<file path="config.mk">
export PLATFORM = sky130hd
export DESIGN_NAME = cfg_serial_tx_flat
export DESIGN_NICKNAME = d
export VERILOG_FILES = /design/src/rtl/cfg_pkg.sv /design/src/rtl/cfg_serial_tx_if.sv /design/src/rtl/cfg_clkdiv_phase.sv /design/src/rtl/cfg_serial_tx.sv /design/src/flat_wrapper.sv
export SDC_FILE = /design/constraint.sdc
export NUM_CORES = 1
export LEC_CHECK = 0
export ABC_AREA = 1
export BUFFER_PORTS_ARGS = -buffer_cell sky130_fd_sc_hd__buf_4
export CAP_MARGIN = 25
export CORE_MARGIN = 3
export CORE_UTILIZATION = 50
export DETAILED_ROUTE_END_ITERATION = 6
export PLACE_DENSITY = 0.7
export SETUP_SLACK_MARGIN = 0.05
export SYNTH_ARGS = -nofsm -noshare
export SYNTH_HDL_FRONTEND = slang
export SYNTH_SLANG_ARGS = --single-unit
</file>
<file path="constraint.sdc">
create_clock -name i_clk -period 1.5 [get_ports i_clk]
set_input_delay 0.15 -clock i_clk [delete_from_list [all_inputs] [get_ports i_clk]]
set_output_delay 0.15 -clock i_clk [all_outputs]
set_load 0.02 [all_outputs]
</file>
<file path="src/rtl/cfg_pkg.sv">
// Shared definitions for the serial configuration link between the
// controller-side transmitter and the backend receiver.
//   cfg_state_t  : transmitter FSM states
//   CFG_WORD_W   : width of the serial configuration frame
//   GAINA*_MSB/LSB : field positions inside the frame, also used by the
//                  backend receiver to split the shifted-in word
//   pack_word    : builds the frame word from the two gain fields
package cfg_pkg;

   typedef enum logic [2:0] {
      ST_IDLE,
      ST_SHIFT_LO,
      ST_SHIFT_HI,
      ST_WAIT_RDY,
      ST_DONE
   } cfg_state_t;

   localparam int CFG_WORD_W = 5;

   localparam int GAINA2_MSB = 4;
   localparam int GAINA2_LSB = 3;
   localparam int GAINA1_MSB = 2;
   localparam int GAINA1_LSB = 0;

   // Places gainA2 in the upper field and gainA1 in the lower field so the
   // receiver ends up with the same layout after an MSB-first transfer.
   function automatic logic [CFG_WORD_W-1:0] pack_word(
      input logic [GAINA2_MSB-GAINA2_LSB:0] gainA2,
      input logic [GAINA1_MSB-GAINA1_LSB:0] gainA1);
      logic [CFG_WORD_W-1:0] word;
      word = '0;
      word[GAINA2_MSB:GAINA2_LSB] = gainA2;
      word[GAINA1_MSB:GAINA1_LSB] = gainA1;
      return word;
   endfunction

endpackage

</file>
<file path="src/rtl/cfg_serial_tx_if.sv">
// Controller-side request/status bundle of the serial configuration
// transmitter.
//   i_start      : request a transfer (controller -> transmitter)
//   i_gainA1     : 3-bit gain A1 value captured with the start
//   i_gainA2     : 2-bit gain A2 value captured with the start
//   o_busy       : transfer in progress (transmitter -> controller)
//   o_done       : one-cycle completion pulse
//   o_timeout    : sticky flag, backend never signalled ready
//   o_vco1_fast  : backend VCO comparison captured at completion
// The controller connects through the master modport, the transmitter
// through the slave modport.
interface cfg_serial_tx_if;

   logic       i_start;
   logic [2:0] i_gainA1;
   logic [1:0] i_gainA2;
   logic       o_busy;
   logic       o_done;
   logic       o_timeout;
   logic       o_vco1_fast;

   modport master (
      output i_start,
      output i_gainA1,
      output i_gainA2,
      input  o_busy,
      input  o_done,
      input  o_timeout,
      input  o_vco1_fast
   );

   modport slave (
      input  i_start,
      input  i_gainA1,
      input  i_gainA2,
      output o_busy,
      output o_done,
      output o_timeout,
      output o_vco1_fast
   );

endinterface

</file>
<file path="src/rtl/cfg_clkdiv_phase.sv">
// Phase counter that divides the system clock into serial-clock half
// periods.
//   clk     : system clock, rising edge
//   resetb  : synchronous active-low reset
//   restart : forces the count back to zero (holds it there while high)
//   enable  : advance the count this cycle
//   tc      : high on the last cycle of each CLK_DIV-cycle half period
module cfg_clkdiv_phase #(
   parameter int CLK_DIV = 4
) (
   input  logic clk,
   input  logic resetb,
   input  logic restart,
   input  logic enable,
   output logic tc
);

   localparam int CNT_W = $clog2(CLK_DIV) + 1;
   localparam logic [CNT_W-1:0] CNT_LAST = CNT_W'(CLK_DIV - 1);

   logic [CNT_W-1:0] count;

   // Counts 0..CLK_DIV-1 and wraps, so consecutive half periods follow each
   // other without a dead cycle; restart wins over enable.
   always_ff @(posedge clk) begin
      if (!resetb) begin
         count <= '0;
      end else if (restart) begin
         count <= '0;
      end else if (enable) begin
         if (count == CNT_LAST) begin
            count <= '0;
         end else begin
            count <= count + 1'b1;
         end
      end
   end

   // The terminal count is combinational so the FSM can change state on the
   // very edge that closes the half period.
   assign tc = enable && !restart && (count == CNT_LAST);

endmodule

</file>
<file path="src/rtl/cfg_serial_tx.sv">
// Serial configuration transmitter: shifts a 5-bit gain word MSB first on
// a divided serial clock, then waits (with a timeout) for the backend to
// report ready and captures its VCO comparison result.
//   i_clk        : sole clock, rising edge
//   i_resetbAll  : synchronous active-low reset
//   ctl          : controller request/status bundle (slave side)
//   i_ready      : backend ready indication
//   i_vco1_fast  : backend VCO comparison result
//   o_sclk       : serial clock to the backend
//   o_sdin       : serial data to the backend
// CLK_DIV is the o_sclk half period in i_clk cycles; READY_TIMEOUT bounds
// the number of cycles spent waiting for i_ready.
module cfg_serial_tx
   import cfg_pkg::*;
#(
   parameter int CLK_DIV       = 4,
   parameter int READY_TIMEOUT = 64
) (
   input  logic            i_clk,
   input  logic            i_resetbAll,
   cfg_serial_tx_if.slave  ctl,
   input  logic            i_ready,
   input  logic            i_vco1_fast,
   output logic            o_sclk,
   output logic            o_sdin
);

   localparam int TMR_W = $clog2(READY_TIMEOUT) + 1;
   localparam logic [TMR_W-1:0] TMR_LAST = TMR_W'(READY_TIMEOUT - 1);

   cfg_state_t            state;
   logic [CFG_WORD_W-1:0] word;
   logic [2:0]            bit_idx;
   logic [2:0]            next_idx;
   logic [TMR_W-1:0]      wait_cnt;
   logic [CFG_WORD_W-1:0] start_word;
   logic                  phase_restart;
   logic                  phase_en;
   logic                  phase_tc;

   // The phase counter sits at zero while idle so the first half period
   // after an accepted start is a full CLK_DIV cycles long.
   assign phase_restart = (state == ST_IDLE);
   assign phase_en      = (state == ST_SHIFT_LO) || (state == ST_SHIFT_HI);
   assign start_word    = pack_word(ctl.i_gainA2, ctl.i_gainA1);
   assign next_idx      = bit_idx - 3'd1;

   cfg_clkdiv_phase #(
      .CLK_DIV (CLK_DIV)
   ) u_phase (
      .clk     (i_clk),
      .resetb  (i_resetbAll),
      .restart (phase_restart),
      .enable  (phase_en),
      .tc      (phase_tc)
   );

   // Main transfer FSM. Every output is registered here and updated on the
   // same edge as the state change, so each output already shows the value
   // belonging to the state being entered. Data only moves on the edge that
   // drops o_sclk, which keeps o_sdin stable across every rising edge.
   always_ff @(posedge i_clk) begin
      if (!i_resetbAll) begin
         state           <= ST_IDLE;
         word            <= '0;
         bit_idx         <= '0;
         wait_cnt        <= '0;
         o_sclk          <= 1'b0;
         o_sdin          <= 1'b0;
         ctl.o_busy      <= 1'b0;
         ctl.o_done      <= 1'b0;
         ctl.o_timeout   <= 1'b0;
         ctl.o_vco1_fast <= 1'b0;
      end else begin
         ctl.o_done <= 1'b0;
         case (state)
            ST_IDLE: begin
               o_sclk     <= 1'b0;
               o_sdin     <= 1'b0;
               ctl.o_busy <= 1'b0;
               if (ctl.i_start) begin
                  word          <= start_word;
                  bit_idx       <= 3'(CFG_WORD_W - 1);
                  o_sdin        <= start_word[CFG_WORD_W-1];
                  ctl.o_timeout <= 1'b0;
                  ctl.o_busy    <= 1'b1;
                  state         <= ST_SHIFT_LO;
               end
            end

            ST_SHIFT_LO: begin
               if (phase_tc) begin
                  o_sclk <= 1'b1;
                  state  <= ST_SHIFT_HI;
               end
            end

            ST_SHIFT_HI: begin
               if (phase_tc) begin
                  o_sclk <= 1'b0;
                  if (bit_idx == 3'd0) begin
                     o_sdin   <= 1'b0;
                     wait_cnt <= '0;
                     state    <= ST_WAIT_RDY;
                  end else begin
                     bit_idx <= next_idx;
                     o_sdin  <= word[next_idx];
                     state   <= ST_SHIFT_LO;
                  end
               end
            end

            ST_WAIT_RDY: begin
               if (i_ready) begin
                  ctl.o_done      <= 1'b1;
                  ctl.o_vco1_fast <= i_vco1_fast;
                  state           <= ST_DONE;
               end else if (wait_cnt == TMR_LAST) begin
                  ctl.o_timeout <= 1'b1;
                  ctl.o_busy    <= 1'b0;
                  state         <= ST_IDLE;
               end else begin
                  wait_cnt <= wait_cnt + 1'b1;
               end
            end

            ST_DONE: begin
               ctl.o_busy <= 1'b0;
               state      <= ST_IDLE;
            end

            default: begin
               o_sclk     <= 1'b0;
               o_sdin     <= 1'b0;
               ctl.o_busy <= 1'b0;
               state      <= ST_IDLE;
            end
         endcase
      end
   end

endmodule

</file>
<file path="src/flat_wrapper.sv">
// flat-port wrapper written by rule: the top's interface ports become plain ports
module cfg_serial_tx_flat import cfg_pkg::*;
#(
   parameter int CLK_DIV       = 4,
   parameter int READY_TIMEOUT = 64
)
  (i_clk, i_resetbAll, i_ready, i_vco1_fast, o_sclk, o_sdin, ctl_i_start, ctl_i_gainA1, ctl_i_gainA2, ctl_o_busy, ctl_o_done, ctl_o_timeout, ctl_o_vco1_fast);
  cfg_serial_tx_if ctl_i ();
  input  logic i_clk;
  input  logic i_resetbAll;
  input  logic i_ready;
  input  logic i_vco1_fast;
  output logic o_sclk;
  output logic o_sdin;
  input wire logic [$bits(ctl_i.i_start)-1:0] ctl_i_start;
  input wire logic [$bits(ctl_i.i_gainA1)-1:0] ctl_i_gainA1;
  input wire logic [$bits(ctl_i.i_gainA2)-1:0] ctl_i_gainA2;
  output wire logic [$bits(ctl_i.o_busy)-1:0] ctl_o_busy;
  output wire logic [$bits(ctl_i.o_done)-1:0] ctl_o_done;
  output wire logic [$bits(ctl_i.o_timeout)-1:0] ctl_o_timeout;
  output wire logic [$bits(ctl_i.o_vco1_fast)-1:0] ctl_o_vco1_fast;
  assign ctl_i.i_start = ctl_i_start;
  assign ctl_i.i_gainA1 = ctl_i_gainA1;
  assign ctl_i.i_gainA2 = ctl_i_gainA2;
  assign ctl_o_busy = ctl_i.o_busy;
  assign ctl_o_done = ctl_i.o_done;
  assign ctl_o_timeout = ctl_i.o_timeout;
  assign ctl_o_vco1_fast = ctl_i.o_vco1_fast;
  cfg_serial_tx #(.CLK_DIV(CLK_DIV), .READY_TIMEOUT(READY_TIMEOUT)) u_core (.i_clk(i_clk), .i_resetbAll(i_resetbAll), .ctl(ctl_i), .i_ready(i_ready), .i_vco1_fast(i_vco1_fast), .o_sclk(o_sclk), .o_sdin(o_sdin));
endmodule
</file>
==> results of run 1 <==
Yosys cell counts:
cell type   n  area share [%]
a211oi_1    2             1.1
a21oi_1    18             6.3
buf_2       2            0.70
clkinv_1    1            0.26
dfxtp_1    27              38
ha_1        4             3.5
inv_1      24             6.3
inv_2       4             1.1
nand2_1    62              16
nand2_2     4             1.8
nand2_4     1            0.79
nand3_1    19             6.7
nor2_1     33             8.7
nor2_2      1            0.44
nor2_4      1            0.79
nor2_8      1             1.4
nor3_1      1            0.35
nor3_2      1            0.70
o211ai_1    1            0.53
o21ai_0     7             2.5
o21bai_1    1            0.53
or2_0       1            0.44
or2_1       1            0.44
or2_2       1            0.44
placed cells by master, fill, tap and decap left out, drive strengths merged:
master / Yosys / routed
nand2: 67 / 67
nor2: 36 / 36
inv: 28 / 28
dfxtp: 27 / 27
buf: 2 / 24
nand3: 19 / 19
a21oi: 18 / 18
o21ai: 7 / 7
ha: 4 / 4
clkbuf: 0 / 3
or2: 3 / 3
a211oi: 2 / 2
clkinv: 1 / 2
nor3: 2 / 2
o21bai: 1 / 1
o211ai: 1 / 1
report_power, final:
group          internal (mW)  switching, mW  total, mW
combinational          0.604          0.952       1.56
sequential             0.937          0.151       1.09
clock                 0.0999          0.211      0.311
cell families (layout without fill, tap and decap cells):
logic type      Yosys count  count (layout)  synth area share, %
simple gates            127             127                39.28
buf+inv                  31              57                8.348
compound gates           29              29                10.90
flops                    27              27                37.96
fa+ha+maj                 4               4                3.515
stage by stage:
| step | hold slack (ps) | area (um^2) |
|---|---|---|
| 3_3_place_gp | 425.8 | 1602 |
| 3_5_place_dp | 434.3 | 1602 |
| 5_1_grt | 77.21 | 1770 |
| 2_1_floorplan | 288.4 | 1424 |
| 6_report | 88.24 | 1770 |
| 4_1_cts | 79.50 | 1639 |
tightest hold or removal path, delay by kind of cell:
family / cells / cell delay [ps]
buffers and inverters: 1 / 110
AOI/OAI and AO/OA: 1 / 60
and+or+nand+nor: 1 / 70
state kept, by name, indices dropped and copies added (netlist names), 3 cells and up:
register	count
u_core.wait_cnt	7
u_core.word	5
u_core.u_phase.count	3
u_core.state	3
u_core.bit_idx	3
how the worst max path moves through the flow:
stage,start,endpoint,slack [ps],cells past startpoint
after global routing,u_core.u_phase.count[0],u_core.wait_cnt[5],6,9
after global placement,u_core.u_phase.count[0],u_core.bit_idx[1],50,8
after detailed placement,u_core.wait_cnt[1],u_core.ctl.o_busy,7,9
after CTS,u_core.wait_cnt[1],u_core.wait_cnt[1],60,10
final,u_core.u_phase.count[0],u_core.wait_cnt[5],130,8
after floorplan,u_core.wait_cnt[0],u_core.wait_cnt[0],160,10
layout make-up:
class / instances / area (um^2) / area share [%]
multi-input combinational: 160 / 857.1 / 48.41
inverter: 29 / 111.4 / 6.290
timing repair buffer: 24 / 180.2 / 10.18
sequential: 27 / 556.8 / 31.45
clock inverter: 1 / 5.005 / 0.2827
tap: 30 / 37.54 / 2.120
clock buffer: 3 / 22.52 / 1.272
timing repair:
| item | 4_1_cts | 5_1_grt |
|---|---|---|
| gates cloned | 0 | 0 |
| buffers inserted | 0 | 4 |
| pin swaps | 0 | 11 |
| gates resized for setup | 4 | 37 |
| hold endpoints to repair | 0 | 0 |
| endpoints found under the setup margin | 13 | 19 |
layer usage:
layer | track usage (%) | wire [um]
met1 | 23.42 | 1489
met2 | 31.20 | 1517
met3 | 2.832 | 100
met4 | 7.443 | 40
met5 | 0 | 0
==> metrics.txt, run 1 <==
delay of the slowest critical-path stage=370 ps; Synth cell types=24; Clock transition at path regs=140 ps; clock skew=5.360 ps; starting density of the core=54.98%; Root Buffer=clkbuf_4; CTS tree=built; antenna cells=0; post-synthesis sequential area ratio=37.96%; WHS Path Cells=3; wire length per cell=11.49 um; HP Class=in2reg; via/cell ratio=5.080; fin cells=274; Slew headroom=77.09%; worst setup margin=125.6 ps; Setup CP Type=reg2reg; power density cells=1669 nW/um^2; setup TNS=0 ps; post-DP HPWL=2262 um; MaxCap Viol Count=0; Skew-Pair Late Insertion Delay=320 ps; layout cell share with drive strength beyond 1=29.10%; vias in the first global route=1176; Period minus WS final=1374 ps; Clock Tree Buf Depth=2; CP endpoint kind=register; nets=259; critical path fanouts, max=7; Post-Synthesis Cell Area=1424 um^2; Core Footprint=2590 um^2; standard-cell row count=18; total grt overflow=0; Ports=16; antenna violations before repair=0; DR pass1 iterations=4; placed insts=266; maximum VDD drop=1.272 mV; Slew @ Worst Pin=341.5 ps; r2r worst-path depth=8; crit-path leading delay family=simple AND/OR/NAND/NOR gates; CP max-delay cell=dfxtp_2; clk sinks=27; Vias=1392; status=completed; RSZ-0062 raised after global routing=yes; chip width=59.37 um; Syn Nets=232; IO buf count=15; Yosys Warn Count=0; initial DRC count=47; post-route ant nets=0; Worst Setup Start Kind=register; Syn-to-layout area delta=24.34%; Worst Path Required=1740 ps; die area=3524 um^2; dpl ws=7.211 ps; DRC Markers=0; post-synthesis register bit count=27; destination of the worst hold path=u_core.ctl.o_vco1_fast; Placer Congestion=0.9291; post-layout util=68.36%; synthesized area per cell=6.531 um^2; Pins Over Slew Limit=0; most used cell, CP=nand2_2; Arrival @ worst endpoint=1610 ps; largest net degree at the start of global routing=17; reg2reg setup slack=130 ps; capturing point of the worst reg2reg path=u_core.wait_cnt[5]; Pwr Total=2.954 mW; Die Height=59.37 um; Lkg Pwr=0.8350 nW; Num CTS Buffers=3; Buf/Inv on CP=0; reg-to-reg critical path startpoint=u_core.u_phase.count[0]; CP Cell Sequence=ha_2 > nand2_2 > nand2_2 > nand2_2 > nor2_4 > nand2_4 > a21oi_1 > nor2_1; Fillers=240; first-pass GRT wire length=5002 um; Final Hold Vio Count=0; cts-stage hold buffer count=0; final setup vio count=0; final clock period utilization by the worst path=91.63%; fmax=0.7276 GHz; GRT Overall Usage=18.51%; Total Wirelength=3147 um; htree depth=1; min-delay src=i_vco1_fast; synthesized instance count=218
No activity file was read; power rests on OpenSTA's default activity.
==> run 2: changes to the inputs <==
--- a/config.mk
+++ b/config.mk
@@ -11,6 +11,7 @@
 export CORE_MARGIN = 3
 export CORE_UTILIZATION = 50
 export DETAILED_ROUTE_END_ITERATION = 6
+export GPL_ROUTABILITY_DRIVEN = 0
 export PLACE_DENSITY = 0.7
 export SETUP_SLACK_MARGIN = 0.05
 export SYNTH_ARGS = -nofsm -noshare
==> constraint.sdc (replaced) <==
create_clock -name i_clk -period 1.53 [get_ports i_clk]
set_input_delay 0.153 -clock i_clk [delete_from_list [all_inputs] [get_ports i_clk]]
set_output_delay 0.153 -clock i_clk [all_outputs]
set_load 0.02 [all_outputs]
==> run 2 against run 1 <==
  * Sequential power barely moved
  * Sequential share of layout area up 0.45 points
  * Register-to-register slack about the same
  * Maximum frequency down 2.0%
  * Largest cell class unchanged
==> metrics.txt, run 2 (synthesized netlist as in run 1, its figures left out) <==
Fillers=242; max layer used=met4; MaxCap Viol Count=0; Multi-input gate area=833.3 um^2; setup TNS=0 ps; Worst Setup Start Kind=register; Metal-1 WL=1424 um; Largest Register=u_core.wait_cnt; Slew @ Worst Pin=292.2 ps; Arrival @ worst endpoint=1660 ps; Period minus WS final=1402 ps; crit-path leading delay family=simple AND/OR/NAND/NOR gates; final instance area=1749 um^2; RSZ-0062 raised after global routing=no; CP max-delay cell=dfxtp_2; Worst Path Required=1790 ps; status=completed; post-DP HPWL=2216 um; Critical Path Sink=u_core.wait_cnt[4]; r2r worst-path depth=9; GRT Overall Usage=18.88%; starting density of the core=54.98%; final clock period utilization by the worst path=91.65%; Buf/Inv on CP=1; Setup CP Type=reg2reg; CP endpoint kind=register; total grt overflow=0; fin cells=274; post-layout util=67.54%; standard-cell row count=18; placed insts=263; antenna violations before repair=0; Core Footprint=2590 um^2; most common cell after layout, fill and taps aside=nand2_1; Ports=16; Die Height=59.37 um; Root Buffer=clkbuf_4; clk sinks=27; clock skew=3.615 ps; delay of the slowest critical-path stage=370 ps; Placement Cell Area=1579 um^2; met3 WL=140 um; vias in the first global route=1171; Clock transition at path regs=140 ps; Lkg Pwr=0.8315 nW; Pins Over Slew Limit=0; wire length per cell=11.24 um; Num CTS Buffers=3; capturing point of the worst reg2reg path=u_core.wait_cnt[4]; CP startpoint=u_core.state[2]; CP Cell Sequence=inv_1 > nand2_4 > nor2_8 > nand2_2 > nand2_1 > nor2_4 > nand2_4 > nand2_1 > a21oi_1; Levels on crit path=9; chip width=59.37 um; die area=3524 um^2; critical path fanouts, max=7; CTS tree=built; initial DRC count=103; via/cell ratio=5.091; layout cell share with drive strength beyond 1=25.41%; Skew-Pair Late Insertion Delay=330 ps; DRC Markers=0; Syn-to-layout area delta=22.85%; reg-to-reg critical path startpoint=u_core.state[2]; IO buf count=15; max FFs per register=7; maximum VDD drop=1.013 mV; fmax=0.7132 GHz; nets=259; routed wl met2=1446 um; worst hold slack=86.63 ps; most frequent cells in the layout=nand2_1, nor2_1, buf_4; Vias=1395; antenna cells=0; HP Class=in2reg; Final Hold Vio Count=0; largest net degree at the start of global routing=17; Clock Tree Buf Depth=2; Total Wirelength=3080 um; top flop regs=u_core.wait_cnt (7), u_core.word (5); FF/Latch Area=558.0 um^2; Slew headroom=80.40%; reg2reg setup slack=130 ps; first-pass GRT wire length=5112 um; post-route ant nets=0; DR pass1 iterations=4; htree depth=1; power density cells=1649 nW/um^2; final setup vio count=0
## run 2: cell count changes in the layout (fill, tap and decap cells not counted), moves of 2 or more
cell	previous run	this run
inv_1	21	23
dfxtp_2	7	5
nor2_1	29	31
o21ai_0	5	7
inv_2	6	4
## run 2: how the worst min path moves through the flow
stage                         endpoint  depth (start not counted)                    start  slack (ps)
6_report        u_core.ctl.o_vco1_fast                          3              i_vco1_fast          90
5_1_grt                 u_core.word[4]                          3          ctl_i_gainA2[1]         100
4_1_cts         u_core.ctl.o_vco1_fast                          3              i_vco1_fast          90
3_5_place_dp   u_core.u_phase.count[2]                          2  u_core.u_phase.count[2]         440
3_3_place_gp            u_core.word[3]                          3          ctl_i_gainA2[0]         430
2_1_floorplan           u_core.word[0]                          2              i_resetbAll         290
## run 2: timing repair
item	CTS	global route
gates resized for setup	4	27
hold buffers	0	0
gates cloned	0	0
hold endpoints to repair	0	0
pin swaps	2	5
buffers inserted	0	7
endpoints found under the setup margin	10	17
## run 2: area by class of cell
cell class | count | share of cell area, %
inverters | 29 | 6.509
flip-flops and latches | 27 | 31.90
well taps | 30 | 2.146
multi-input cells | 160 | 47.64
repair buffers | 24 | 10.30
clock buffers | 4 | 1.502
## run 2: power breakdown
part           internal (mW)  switching [mW]  total [mW]
Sequential             0.919           0.155        1.07
Clock                  0.102           0.213       0.315
Combinational          0.578           0.917        1.49
## run 2: worst min-delay path: stages
cell	delay, ps
buf_4	110
nand3_1	70
a21oi_1	60
## run 2: through the flow
step	power, mW	setup slack, ps
floorplan	2.059	188.1
finish	2.884	127.8
global placement	2.329	9.174
CTS	2.704	56.62
detailed placement	2.357	-4.693
global route	3.160	12.33
## run 2: per-layer routing
layer,up-vias,track usage [%]
met2,42,30.11
li1,738,-
met4,0,7.443
met5,-,0
met1,610,25.44
met3,5,2.832
